**config.mk**
```make
export PLATFORM = sky130hd
export DESIGN_NAME = i2s_mix_transmitter
export DESIGN_NICKNAME = d
export VERILOG_FILES = /design/src/rtl/i2s_mix_transmitter.sv
export SDC_FILE = /design/constraint.sdc
export NUM_CORES = 1
export LEC_CHECK = 0
export BUFFER_PORTS_ARGS = -buffer_cell sky130_fd_sc_hd__clkbuf_2
export CORE_MARGIN = 2
export CORE_UTILIZATION = 45
export DETAILED_ROUTE_END_ITERATION = 16
export SLEW_MARGIN = 15
export SYNTH_ARGS = -nofsm -noshare
export SYNTH_HDL_FRONTEND = slang
export SYNTH_SLANG_ARGS = --single-unit
```
**constraint.sdc**
```tcl
create_clock -name clk -period 3.4 [get_ports clk]
set_clock_uncertainty 0.1 [all_clocks]
set_input_delay 0.17 -clock clk [delete_from_list [all_inputs] [get_ports clk]]
set_output_delay 0.17 -clock clk [all_outputs]
set_load 0.03 [all_outputs]
```
**src/rtl/i2s_mix_transmitter.sv**
```systemverilog
// rtl/i2s_mix_transmitter.sv - mixer output stage: scale, sample FIFO and free-running I2S master
// Define I2S_MIX_TX_SATURATE_EN for saturating narrowing with clip pulses; otherwise samples wrap.
module i2s_mix_transmitter #(
  parameter int DATA_WIDTH  = 32,
  parameter int AUDIO_WIDTH = 24,
  parameter int MIX_SHIFT   = 3,
  parameter int BCLK_DIV    = 16,
  parameter int FIFO_DEPTH  = 4
) (
  input  logic                          clk,
  input  logic                          rst,
  input  logic [DATA_WIDTH-1:0]         sample_in,
  input  logic                          sample_in_valid,
  output logic                          sample_ready,
  output logic                          i2s_bclk,
  output logic                          i2s_lrclk,
  output logic                          i2s_sdata,
  output logic [$clog2(FIFO_DEPTH):0]   fifo_level,
  output logic                          underrun,
  output logic                          overflow,
  output logic                          clip
);

  localparam int PTR_W = $clog2(FIFO_DEPTH);
  localparam int DIV_W = (BCLK_DIV > 1) ? $clog2(BCLK_DIV) : 1;
  localparam logic [DIV_W-1:0] DIV_TC  = DIV_W'(BCLK_DIV - 1);
  localparam logic [DIV_W-1:0] DIV_ONE = DIV_W'(1);
  localparam logic [PTR_W:0]   DEPTH_L = (PTR_W + 1)'(FIFO_DEPTH);
  localparam logic [PTR_W:0]   CNT_ONE = (PTR_W + 1)'(1);
  localparam logic [PTR_W-1:0] PTR_ONE = PTR_W'(1);

  // ---------------- sample conversion ----------------
  logic signed [DATA_WIDTH-1:0] shifted;
  logic [AUDIO_WIDTH-1:0]       conv;
  logic                         conv_clamped;

  assign shifted = $signed(sample_in) >>> MIX_SHIFT;

`ifdef I2S_MIX_TX_SATURATE_EN
  logic over_pos;
  logic over_neg;

  // Out of range when the bits above the target sign bit disagree with the sign.
  assign over_pos = !shifted[DATA_WIDTH-1] && (|shifted[DATA_WIDTH-2:AUDIO_WIDTH-1]);
  assign over_neg = shifted[DATA_WIDTH-1] && !(&shifted[DATA_WIDTH-2:AUDIO_WIDTH-1]);
  assign conv_clamped = over_pos | over_neg;

  always_comb begin
    conv = shifted[AUDIO_WIDTH-1:0];
    if (over_pos) begin
      conv = {1'b0, {(AUDIO_WIDTH-1){1'b1}}};
    end else if (over_neg) begin
      conv = {1'b1, {(AUDIO_WIDTH-1){1'b0}}};
    end
  end
`else
  logic unused_high;

  assign conv         = shifted[AUDIO_WIDTH-1:0];
  assign conv_clamped = 1'b0;
  assign unused_high  = ^shifted[DATA_WIDTH-1:AUDIO_WIDTH];
`endif

  // ---------------- sample FIFO ----------------
  logic [AUDIO_WIDTH-1:0] mem_q [FIFO_DEPTH];
  logic [PTR_W-1:0]       wr_ptr_q;
  logic [PTR_W-1:0]       rd_ptr_q;
  logic [PTR_W:0]         count_q;
  logic [PTR_W:0]         count_d;
  logic                   fifo_full;
  logic                   fifo_empty;
  logic                   push;
  logic                   pop;

  // ---------------- serial timing ----------------
  logic [DIV_W-1:0]       div_cnt_q;
  logic [DIV_W-1:0]       div_cnt_d;
  logic                   bclk_q;
  logic                   tc;
  logic                   fall_evt;
  logic [5:0]             bit_cnt_q;
  logic [5:0]             bit_cnt_d;
  logic                   load;
  logic [AUDIO_WIDTH-1:0] frame_q;
  logic [4:0]             slot_pos;
  logic                   lrclk_q;
  logic                   lrclk_d;
  logic                   sdata_q;
  logic                   sdata_d;
  logic                   underrun_q;
  logic                   overflow_q;
  logic                   clip_q;

  assign fifo_full  = (count_q == DEPTH_L);
  assign fifo_empty = (count_q == '0);

  assign tc        = (div_cnt_q == DIV_TC);
  assign fall_evt  = tc & bclk_q;
  assign div_cnt_d = tc ? '0 : div_cnt_q + DIV_ONE;
  assign bit_cnt_d = fall_evt ? bit_cnt_q + 6'd1 : bit_cnt_q;

  // Frame load happens on the fall that enters slot 63; an empty FIFO plays silence.
  assign load = fall_evt && (bit_cnt_q == 6'd62);
  assign pop  = load & ~fifo_empty;
  assign push = sample_in_valid & (~fifo_full | pop);

  always_comb begin
    count_d = count_q;
    if (push && !pop) begin
      count_d = count_q + CNT_ONE;
    end else if (pop && !push) begin
      count_d = count_q - CNT_ONE;
    end
  end

  // Output bit for the slot being entered: both slots carry the frame MSB first.
  always_comb begin
    slot_pos = bit_cnt_d[4:0];
    lrclk_d  = (bit_cnt_d >= 6'd31) && (bit_cnt_d <= 6'd62);
    sdata_d  = 1'b0;
    for (int i = 0; i < AUDIO_WIDTH; i++) begin
      if (slot_pos == 5'(AUDIO_WIDTH - 1 - i)) begin
        sdata_d = frame_q[i];
      end
    end
  end

  always_ff @(posedge clk) begin
    if (push) begin
      mem_q[wr_ptr_q] <= conv;
    end
  end

  always_ff @(posedge clk or negedge rst) begin
    if (!rst) begin
      wr_ptr_q   <= '0;
      rd_ptr_q   <= '0;
      count_q    <= '0;
      div_cnt_q  <= '0;
      bclk_q     <= 1'b0;
      bit_cnt_q  <= 6'd63;
      frame_q    <= '0;
      lrclk_q    <= 1'b0;
      sdata_q    <= 1'b0;
      underrun_q <= 1'b0;
      overflow_q <= 1'b0;
      clip_q     <= 1'b0;
    end else begin
      div_cnt_q <= div_cnt_d;
      if (tc) begin
        bclk_q <= ~bclk_q;
      end
      if (fall_evt) begin
        bit_cnt_q <= bit_cnt_d;
        lrclk_q   <= lrclk_d;
        sdata_q   <= sdata_d;
      end
      if (load) begin
        frame_q <= fifo_empty ? '0 : mem_q[rd_ptr_q];
      end
      if (push) begin
        wr_ptr_q <= wr_ptr_q + PTR_ONE;
      end
      if (pop) begin
        rd_ptr_q <= rd_ptr_q + PTR_ONE;
      end
      count_q    <= count_d;
      underrun_q <= load & fifo_empty;
      overflow_q <= sample_in_valid & fifo_full & ~pop;
      clip_q     <= push & conv_clamped;
    end
  end

  assign sample_ready = ~fifo_full;
  assign fifo_level   = count_q;
  assign i2s_bclk     = bclk_q;
  assign i2s_lrclk    = lrclk_q;
  assign i2s_sdata    = sdata_q;
  assign underrun     = underrun_q;
  assign overflow     = overflow_q;
  assign clip         = clip_q;

endmodule
```
==> metrics.cfg, run 1 <==
[sta]
tightest_slew_ns=0.519
finalCriticalPeriod_ns=2.90
rsz0062_at_grt=no
slew_viol_final=0
max_slew_margin_pct=64.9
tns_ns=0
fmax_ghz=0.345
finalHoldViolCount=0
setup_violations=0
period_share_pct=85.4

[logic_synthesis]
ys_async_sr_fraction_pct=32.4
synth_edf_count=96
avgSynthCellArea_um2=14.4
synth-xor-area-share_pct=2.37
synth.ff_latch_count=142
synth-simple-area-share_pct=9.70
synth_compound_area_share_pct=7.46
synth_ff_type=edfxtp_1
synthesis.nets=481
synthMuxAreaShare_pct=10.8
synth_warnings=0
synthAdderAreaFrac_pct=1.92
syn-cell-area_um2=6270
synthCells=437
yosysSeqAreaShare_pct=64.4
ys_types=68
synth_top_family_by_area=multiplexers

[run_status]
status=finished, final reports clean

[floorplanning]
die_h_um=122
initial_utilization_pct=45.7
num_io_pins=45
core_area_um2=13700
fp.dieW_um=122
num_rows=43
dieArea_um2=14900

[detailed_routing]
ant_nets=0
drcViolationCount=0
routedWlPerCell_um=16.6
drt-initial-drc-count=288
drtPass1Iterations=5
wl_um=11500
vias_per_cell=5.29
num_vias=3669

[clocking]
root_buffer=clkbuf_16
cts_max_level=4
cts_buffer_depth=2
clock_sinks=142
cts_tree=done
cts_buffers=17
clk_latency_ns=0.41
clk_pin_slew_ns=0.06
post_cts_resized=0

[cells_and_area]
fin_util_pct=54.4
num-nets-final=545
final_cell_mix=edfxtp_1, nand2_1, dfrtp_1, clkbuf_2, o21ai_0
drive_above_1_share_pct=23.9
antenna_cells=0
syn2layout_area_growth_pct=19.1
layout_commonest_cell=edfxtp_1

[worst_setup_path]
crit_arrival_ns=3.14
required_ns=3.64
critPathLaunchType=flop
end_kind=flop
crit_fanout=8
crit_type=flop to flop

[min_path]
hold_path_class=input port to async pin

[power]
swShare_pct=24.8
fin_total_pwr_uw=4670
p_comb_share_pct=12.8
internal-power_uw=3510
peakVddDrop_v=0.000388
powerDensity_nw_per_um2=626
power_frac_seq_pct=47.5
p_sw_uw=1160
clockPowerShare_pct=39.7
leakage_uw=0.00280

[global_routing]
grt_pass1_wl_um=19400
grt_max_degree=49
grt_pass1_vias=3818
grt_use_total_pct=17.4
gr-total-overflow=0
antenna_found_initial=0

[placed_design]
portBuffers=35
place.gp.congestion=0.900
dp_hpwl_um=7220

[job]
maxCapViolations=0

==> final cells by class <==
class,count,area (um^2)
Fill cell,1134,6250
Sequential cell,142,4040
Multi-Input combinational cell,254,2020
Timing Repair Buffer,74,533
Clock buffer,20,437
Tap cell,180,225
Clock inverter,12,163
Inverter,12,45.0
==> synthesized netlist by cell type (3+ instances only) <==
library cell | number | area share, %
a21oi_1 | 8 | 0.64
dfstp_2 | 6 | 2.5
clkbuf_1 | 12 | 0.72
nor3_1 | 7 | 0.56
mux2i_1 | 11 | 1.8
nor2b_1 | 4 | 0.40
buf_2 | 10 | 0.80
nand2b_1 | 6 | 0.60
xor2_1 | 6 | 0.84
edfxtp_1 | 96 | 46
mux4_2 | 24 | 8.6
dfrtp_1 | 40 | 16
or3_1 | 3 | 0.30
and2_1 | 4 | 0.40
nand2_1 | 65 | 3.9
a31oi_1 | 6 | 0.60
o21ai_0 | 29 | 2.3
ha_1 | 8 | 1.6
nand3_1 | 10 | 0.80
inv_1 | 10 | 0.60
nor2_1 | 10 | 0.60
xnor2_1 | 6 | 0.84
==> per-layer routing <==
| metal | up-vias | global-route usage (%) | routed length (um) |
|---|---|---|---|
| li1 | 1771 | - | - |
| met1 | 1802 | 23.3 | 5260 |
| met4 | 0 | 7.76 | 208 |
| met2 | 79 | 27.4 | 5670 |
| met5 | - | 0 | 0 |
| met3 | 17 | 3.79 | 378 |
==> registers in the layout (all words and copies together) (netlist names), 2 cells and up <==
name / cells
bit_cnt_q: 6
fifo_level: 3
div_cnt_q: 4
wr_ptr_q: 2
mem_q: 96
frame_q: 24
rd_ptr_q: 2
==> path summary, 6_finish.rpt <==
check | slack (ns) | depth (start not counted) | to | from
min in group clk | 0.38 | 1 | div_cnt_q[0] | div_cnt_q[0]
max in group asynchronous | 2.41 | 3 | bit_cnt_q[0] | rst
min reg2reg | 0.38 | 1 | div_cnt_q[0] | div_cnt_q[0]
max reg2reg | 0.50 | 11 | fifo_level[2] | div_cnt_q[0]
max | 0.50 | 11 | fifo_level[2] | div_cnt_q[0]
min | 0.03 | 2 | underrun | rst
==> worst max-delay path, cell delays in order (launching register included) <==
cell and delay [ns]:
dfrtp_1 0.39, ha_1 0.31, and4_4 0.27, and4_1 0.24, nand3_2 0.17, a31oi_4 0.31
ha_1 0.22, inv_1 0.06, fa_1 0.37, xor2_1 0.15, nor2_1 0.10, xor2_1 0.14
==> kinds of logic after synthesis <==
family,count (synthesis)
AOI/OAI and AO/OA,69
adders and majority gates,9
DFF,142
and+or+nand+nor,124
muxes,37
xor gates and xnor gates,14
buffers and inverters,41
other,1
==> what timing repair did <==
action / in CTS / in global routing
endpoints found under the hold margin: 137 / 0
setup buffers: 0 / 0
hold buffers: 26 / 0
==> power by group through the flow <==
stage	logic [uW]	clock network [uW]	registers [uW]
final	598	1850	2220
after global routing	665	1960	2250
after CTS	614	1890	2230
after detailed placement	590	0	2260
after global placement	572	0	2240
after floorplan	336	0	2270
==> metrics by stage <==
stage               instances  hold slack, ns  instance area, um^2  worst slack (ns)
floorplan                 437          -0.226                 6270             0.544
global placement          636         -0.0756                 6610             0.554
detailed placement        636         -0.0773                 6610             0.492
CTS                       694          0.0348                 7470             0.495
global route              694          0.0626                 7470             0.289
finish                    694          0.0348                 7470             0.497
Power figures use the tool's default switching activity.
==> inputs of run 2 (changes only) <==
- ABC_AREA: not set -> 1
==> run 2 against run 1 <==
Effect of this change: area after synthesis down 4.9%; non-clock buffer count is 3 lower; utilization is 0.65 points higher; fmax decreased by 3.7%; sequential power is essentially flat; worst setup slack worse by 0.11 ns; clock-buffer cell count is 3 lower; design area down 3.5%; total power is 2.1% lower; synthesized cell count rose by 15%; flip-flop and latch count did not move; largest cell class unchanged.
==> metrics.cfg, run 2 <==
[sta]
tns_ns=0
fmax_ghz=0.332
period_share_pct=88.7
finalHoldViolCount=0
rsz0062_at_grt=no
setup_slack_ns=0.385
slew_viol_final=0
finalCriticalPeriod_ns=3.02
setup_violations=0
tightest_slew_ns=0.866
max_slew_margin_pct=42.2
whs_ns=0.288

[global_routing]
antenna_found_initial=0
grt_pass1_wl_um=19500
use_met1_pct=21.8
top_usage_layer=met2
grt_max_degree=51
gr-total-overflow=0
grt_pass1_vias=4074
grt_use_total_pct=17.9
grtUsageMet3_pct=4.07
grtUsageMet2_pct=30.2

[cells_and_area]
n_fill_cell=1080
regArea_um2=4040
fin_util_pct=55.1
num-nets-final=619
multi_input_area_um2=1690
largest_register_ffs=96
final_cell_mix=nand2_1, edfxtp_1, inv_1, dfrtp_1, clkbuf_2
syn2layout_area_growth_pct=20.9
layout_commonest_cell=nand2_1
drive_above_1_share_pct=16.8
antenna_cells=0
regMostFlops=mem_q
largestRegisters=mem_q x96, frame_q x24, bit_cnt_q x6

[logic_synthesis]
synth_common_cells=nand2_1, edfxtp_1, dfrtp_1, inv_1, a21oi_1
synth_edf_count=96
synth_most_common_cell=nand2_1
yosys-top-cells-area=edfxtp_1, dfrtp_1, nand2_1
ys_async_sr_fraction_pct=32.4
synthCells=504
synth.ff_latch_count=142
yosysSeqAreaShare_pct=67.8
synth_top_area_cell=edfxtp_1
ys_types=37
synth_ff_type=edfxtp_1
synthesis.nets=548
avgSynthCellArea_um2=11.8
syn-cell-area_um2=5960
synth_top_area_share_pct=48.3
synth_warnings=0

[placed_design]
portBuffers=35
post-place-ws_ns=0.385
dp_hpwl_um=6910
place.gp.congestion=0.885

[worst_setup_path]
r2r_cells=13
crit_fanout=10
r2r_slack_ns=0.38
reg2reg_to=fifo_level[2]
critPathLaunchType=flop
end_kind=flop
required_ns=3.59
crit_start=div_cnt_q[0]
regToRegStartpoint=div_cnt_q[0]
crit_type=flop to flop
crit_arrival_ns=3.20

[run_status]
status=finished, final reports clean

[detailed_routing]
routedWlPerCell_um=15.5
vias_per_cell=5.18
ant_nets=0
wl_um=11800
num_vias=3954
drtPass1Iterations=5
drcViolationCount=0
drt-initial-drc-count=232

[clocking]
post-cts-setup-buffers=0
cts_buffer_depth=2
clock_sinks=142
cts_max_level=4
cts_buffers=17
root_buffer=clkbuf_16
cts_tree=done
clk_pin_slew_ns=0.06
clk_latency_ns=0.42

[power]
peakVddDrop_v=0.000398
powerDensity_nw_per_um2=635
leakage_uw=0.00297

[floorplanning]
initial_utilization_pct=45.6
core_area_um2=13100
die_h_um=119
num_rows=42
fp.dieW_um=119
dieArea_um2=14200
num_io_pins=45

[job]
maxCapViolations=0

[min_path]
hold_path_class=input port to async pin

==> run 2: cell count changes in the layout (fill, tap and decap cells not counted), sizes merged, moves of 9 or more <==
cell / change
a21oi: +15
a32o: +24
inv: +29
mux2i: -12
mux4: -24
nand2: +68
nand3: +9
nor2: +11
o21ai: -10
==> run 2: timing repair <==
item | in CTS | in global routing
resized for setup | 0 | 0
hold buffers | 26 | 0
hold endpoints to repair | 137 | 0
setup endpoints to repair | 0 | 0
==> run 2: worst max-delay path, cell delays in order (launching register included) <==
cell and delay (ns):
dfrtp_1 0.36, ha_1 0.26, nand4_2 0.32, nor4_4 0.27, clkinv_1 0.14, nand2_1 0.10
nand2_1 0.18, inv_1 0.16, ha_1 0.15, inv_1 0.07, fa_1 0.38, a21oi_1 0.14
o21ai_0 0.11, xor2_1 0.15
==> run 2: metrics by stage <==
step	instance area (um^2)	instances	total power [uW]
floorplan	5960	504	2570
global route	7210	764	4760
global placement	6370	706	2780
finish	7210	764	4580
detailed placement	6370	706	2800
CTS	7210	764	4620
==> run 2: power breakdown <==
| group | total, uW | internal (uW) | switching [uW] |
|---|---|---|---|
| clock network | 1790 | 1130 | 662 |
| registers | 2220 | 2140 | 77.3 |
| logic | 565 | 184 | 381 |
==> run 2: cell families (layout without fill, tap and decap cells) <==
kind of cell	Yosys count	after routing	share of synthesized area, %
adder cells (fa/ha/maj)	9	9	2.01
buffers and inverters	63	147	4.03
other	1	1	0.0629
multiplexers	1	1	0.189
XOR/XNOR	10	10	1.78
AO/OA/AOI/OAI	85	85	9.73
flip-flops	142	142	67.8
AND/OR/NAND/NOR	193	193	14.4
==> run 2: how the worst max path moves through the flow <==
stage / end / cells after the start
finish: fifo_level[2] / 13
global route: fifo_level[2] / 13
CTS: fifo_level[2] / 13
detailed placement: fifo_level[2] / 13
global placement: fifo_level[2] / 13
floorplan: mem_q[0][0] / 6
==> run 2: final cells by class <==
cell class,instances,area share [%]
sequential,142,56.1
multi-input combinational,299,23.5
timing repair buffer,71,7.08
clock buffer,17,5.90
tap,176,3.06
inverter,44,2.29
clock inverter,15,2.12
==> run 2: metal layers <==
metal	up-vias	share of wire (%)
met3	20	3.2
met4	0	3.0
met2	65	49
li1	1930	-
met5	-	0
met1	1939	45
==> inputs of run 3 (changes only) <==
- clock period: 3.4 -> 2.75 ns (I/O delays scaled with it)
==> run 3 against run 2 <==
Effect of this change: utilization is 3.3 points higher; first-iteration DRC count is 3.9% higher; sequential share of layout area is 3.1 points lower; global-route usage is 0.26 points higher; total power is 27% higher; design area is 5.9% higher; combinational power is 33% higher; non-clock buffer count is 22 higher; largest cell class unchanged.
==> metrics.cfg, run 3 (synthesis results as in run 2) <==
[clocking]
clk_pin_slew_ns=0.06
cts_tree=done
clock_sinks=142
clk_latency_ns=0.42
cts_buffer_depth=2
cts_max_level=4
cts_buffers=17
root_buffer=clkbuf_16

[floorplanning]
fp.dieW_um=119
dieArea_um2=14200
initial_utilization_pct=45.6
num_io_pins=45
die_h_um=119
core_area_um2=13100
num_rows=42

[cells_and_area]
multi_input_area_um2=1830
largest_register_ffs=96
num-nets-final=641
syn2layout_area_growth_pct=28.0
fin_util_pct=58.4
drive_above_1_share_pct=24.3
antenna_cells=0
final_cell_mix=nand2_1, edfxtp_1, dfrtp_1, inv_1, clkbuf_2
fin_area_um2=7640
regArea_um2=4040
largestRegisters=mem_q x96, frame_q x24, bit_cnt_q x6
n_fill_cell=1019
regMostFlops=mem_q
final_cells=786
layout_commonest_cell=nand2_1

[sta]
tightest_slew_ns=0.700
rsz0062_at_grt=yes
finalCriticalPeriod_ns=2.59
fmax_ghz=0.386
max_slew_margin_pct=53.3
slew_viol_final=0
tns_ns=0
period_share_pct=94.3
setup_violations=0
finalHoldViolCount=0

[detailed_routing]
routedWlPerCell_um=15.6
drt-initial-drc-count=241
ant_nets=0
drcViolationCount=0
drtPass1Iterations=6
wl_um=12200
vias_per_cell=5.13
num_vias=4032

[worst_setup_path]
crit_start=div_cnt_q[0]
critPathLaunchType=flop
crit_fanout=6
required_ns=2.96
crit_type=flop to flop
end_kind=flop
reg2reg_to=i2s_sdata
r2r_slack_ns=0.16
regToRegStartpoint=div_cnt_q[0]
crit_arrival_ns=2.80
r2r_cells=18

[placed_design]
place.gp.congestion=0.911
placedCellCount=709
dp_hpwl_um=7100
dpl-instance-area_um2=6510
portBuffers=35

[power]
powerDensity_nw_per_um2=762
peakVddDrop_v=0.000564
leakage_uw=0.00310

[global_routing]
grt_use_total_pct=18.2
grt_pass1_wl_um=19700
grt_max_degree=49
antenna_found_initial=0
grt_pass1_vias=3925
gr-total-overflow=0

[job]
maxCapViolations=0

[run_status]
status=finished, final reports clean

[min_path]
hold_path_class=input port to async pin

-- run 3: repair_timing --
| action | in CTS | in global routing |
|---|---|---|
| hold endpoints to repair | 118 | 0 |
| setup endpoints to repair | 0 | 1 |
| hold buffers | 26 | 0 |
| buffers inserted | 0 | 19 |
| resized for setup | 0 | 32 |
-- run 3: area by class of cell --
type	instances	area share [%]
flip-flops and latches	142	52.9
multi-input cells	299	23.9
repair buffers	93	10.1
clock buffers	18	5.62
well taps	176	2.88
clock inverters	14	2.28
inverters	44	2.21
-- run 3: how the worst max path moves through the flow --
stage                  endpoint  slack (ns)
finish                i2s_sdata        0.16
global route          i2s_sdata       -0.08
CTS                   i2s_sdata        0.15
detailed placement    i2s_sdata        0.17
global placement      i2s_sdata        0.21
floorplan           mem_q[0][0]       -0.07
-- run 3: through the flow --
step / total power (uW) / setup WS (ns) / hold WS (ns)
4_1_cts: 5880 / 0.150 / 0.135
5_1_grt: 6070 / -0.0842 / 0.183
2_1_floorplan: 3190 / -0.0699 / -0.258
3_3_place_gp: 3490 / 0.206 / 0.0287
3_5_place_dp: 3530 / 0.167 / 0.0445
6_report: 5820 / 0.158 / 0.133
-- run 3: report_power, final --
| group | internal, uW | switching [uW] | total, uW |
|---|---|---|---|
| clock network | 1500 | 828 | 2330 |
| registers | 2640 | 97.0 | 2740 |
| logic | 277 | 477 | 754 |
-- run 3: worst max-delay path, cell delays in order (launching register included) --
cell and delay [ns]:
dfrtp_1 0.40, ha_4 0.20, nand3_4 0.10, nor2_8 0.19, nand3_4 0.11, xnor2_4 0.28
inv_4 0.09, nand2_2 0.10, inv_2 0.06, nand3_1 0.07, nand4_1 0.09, nand2_1 0.06
nand4_1 0.08, nor2_1 0.12, nand4_1 0.09, nand2_1 0.07, nand4_1 0.10, nand2_1 0.12
nand2_1 0.05
-- run 3: layer usage --
layer	track usage, %	routed length (um)	up-vias
met5	0	0	-
met2	30.1	6200	73
met1	23.1	5480	1975
met3	4.36	414	11
li1	-	-	1973
met4	7.44	144	0
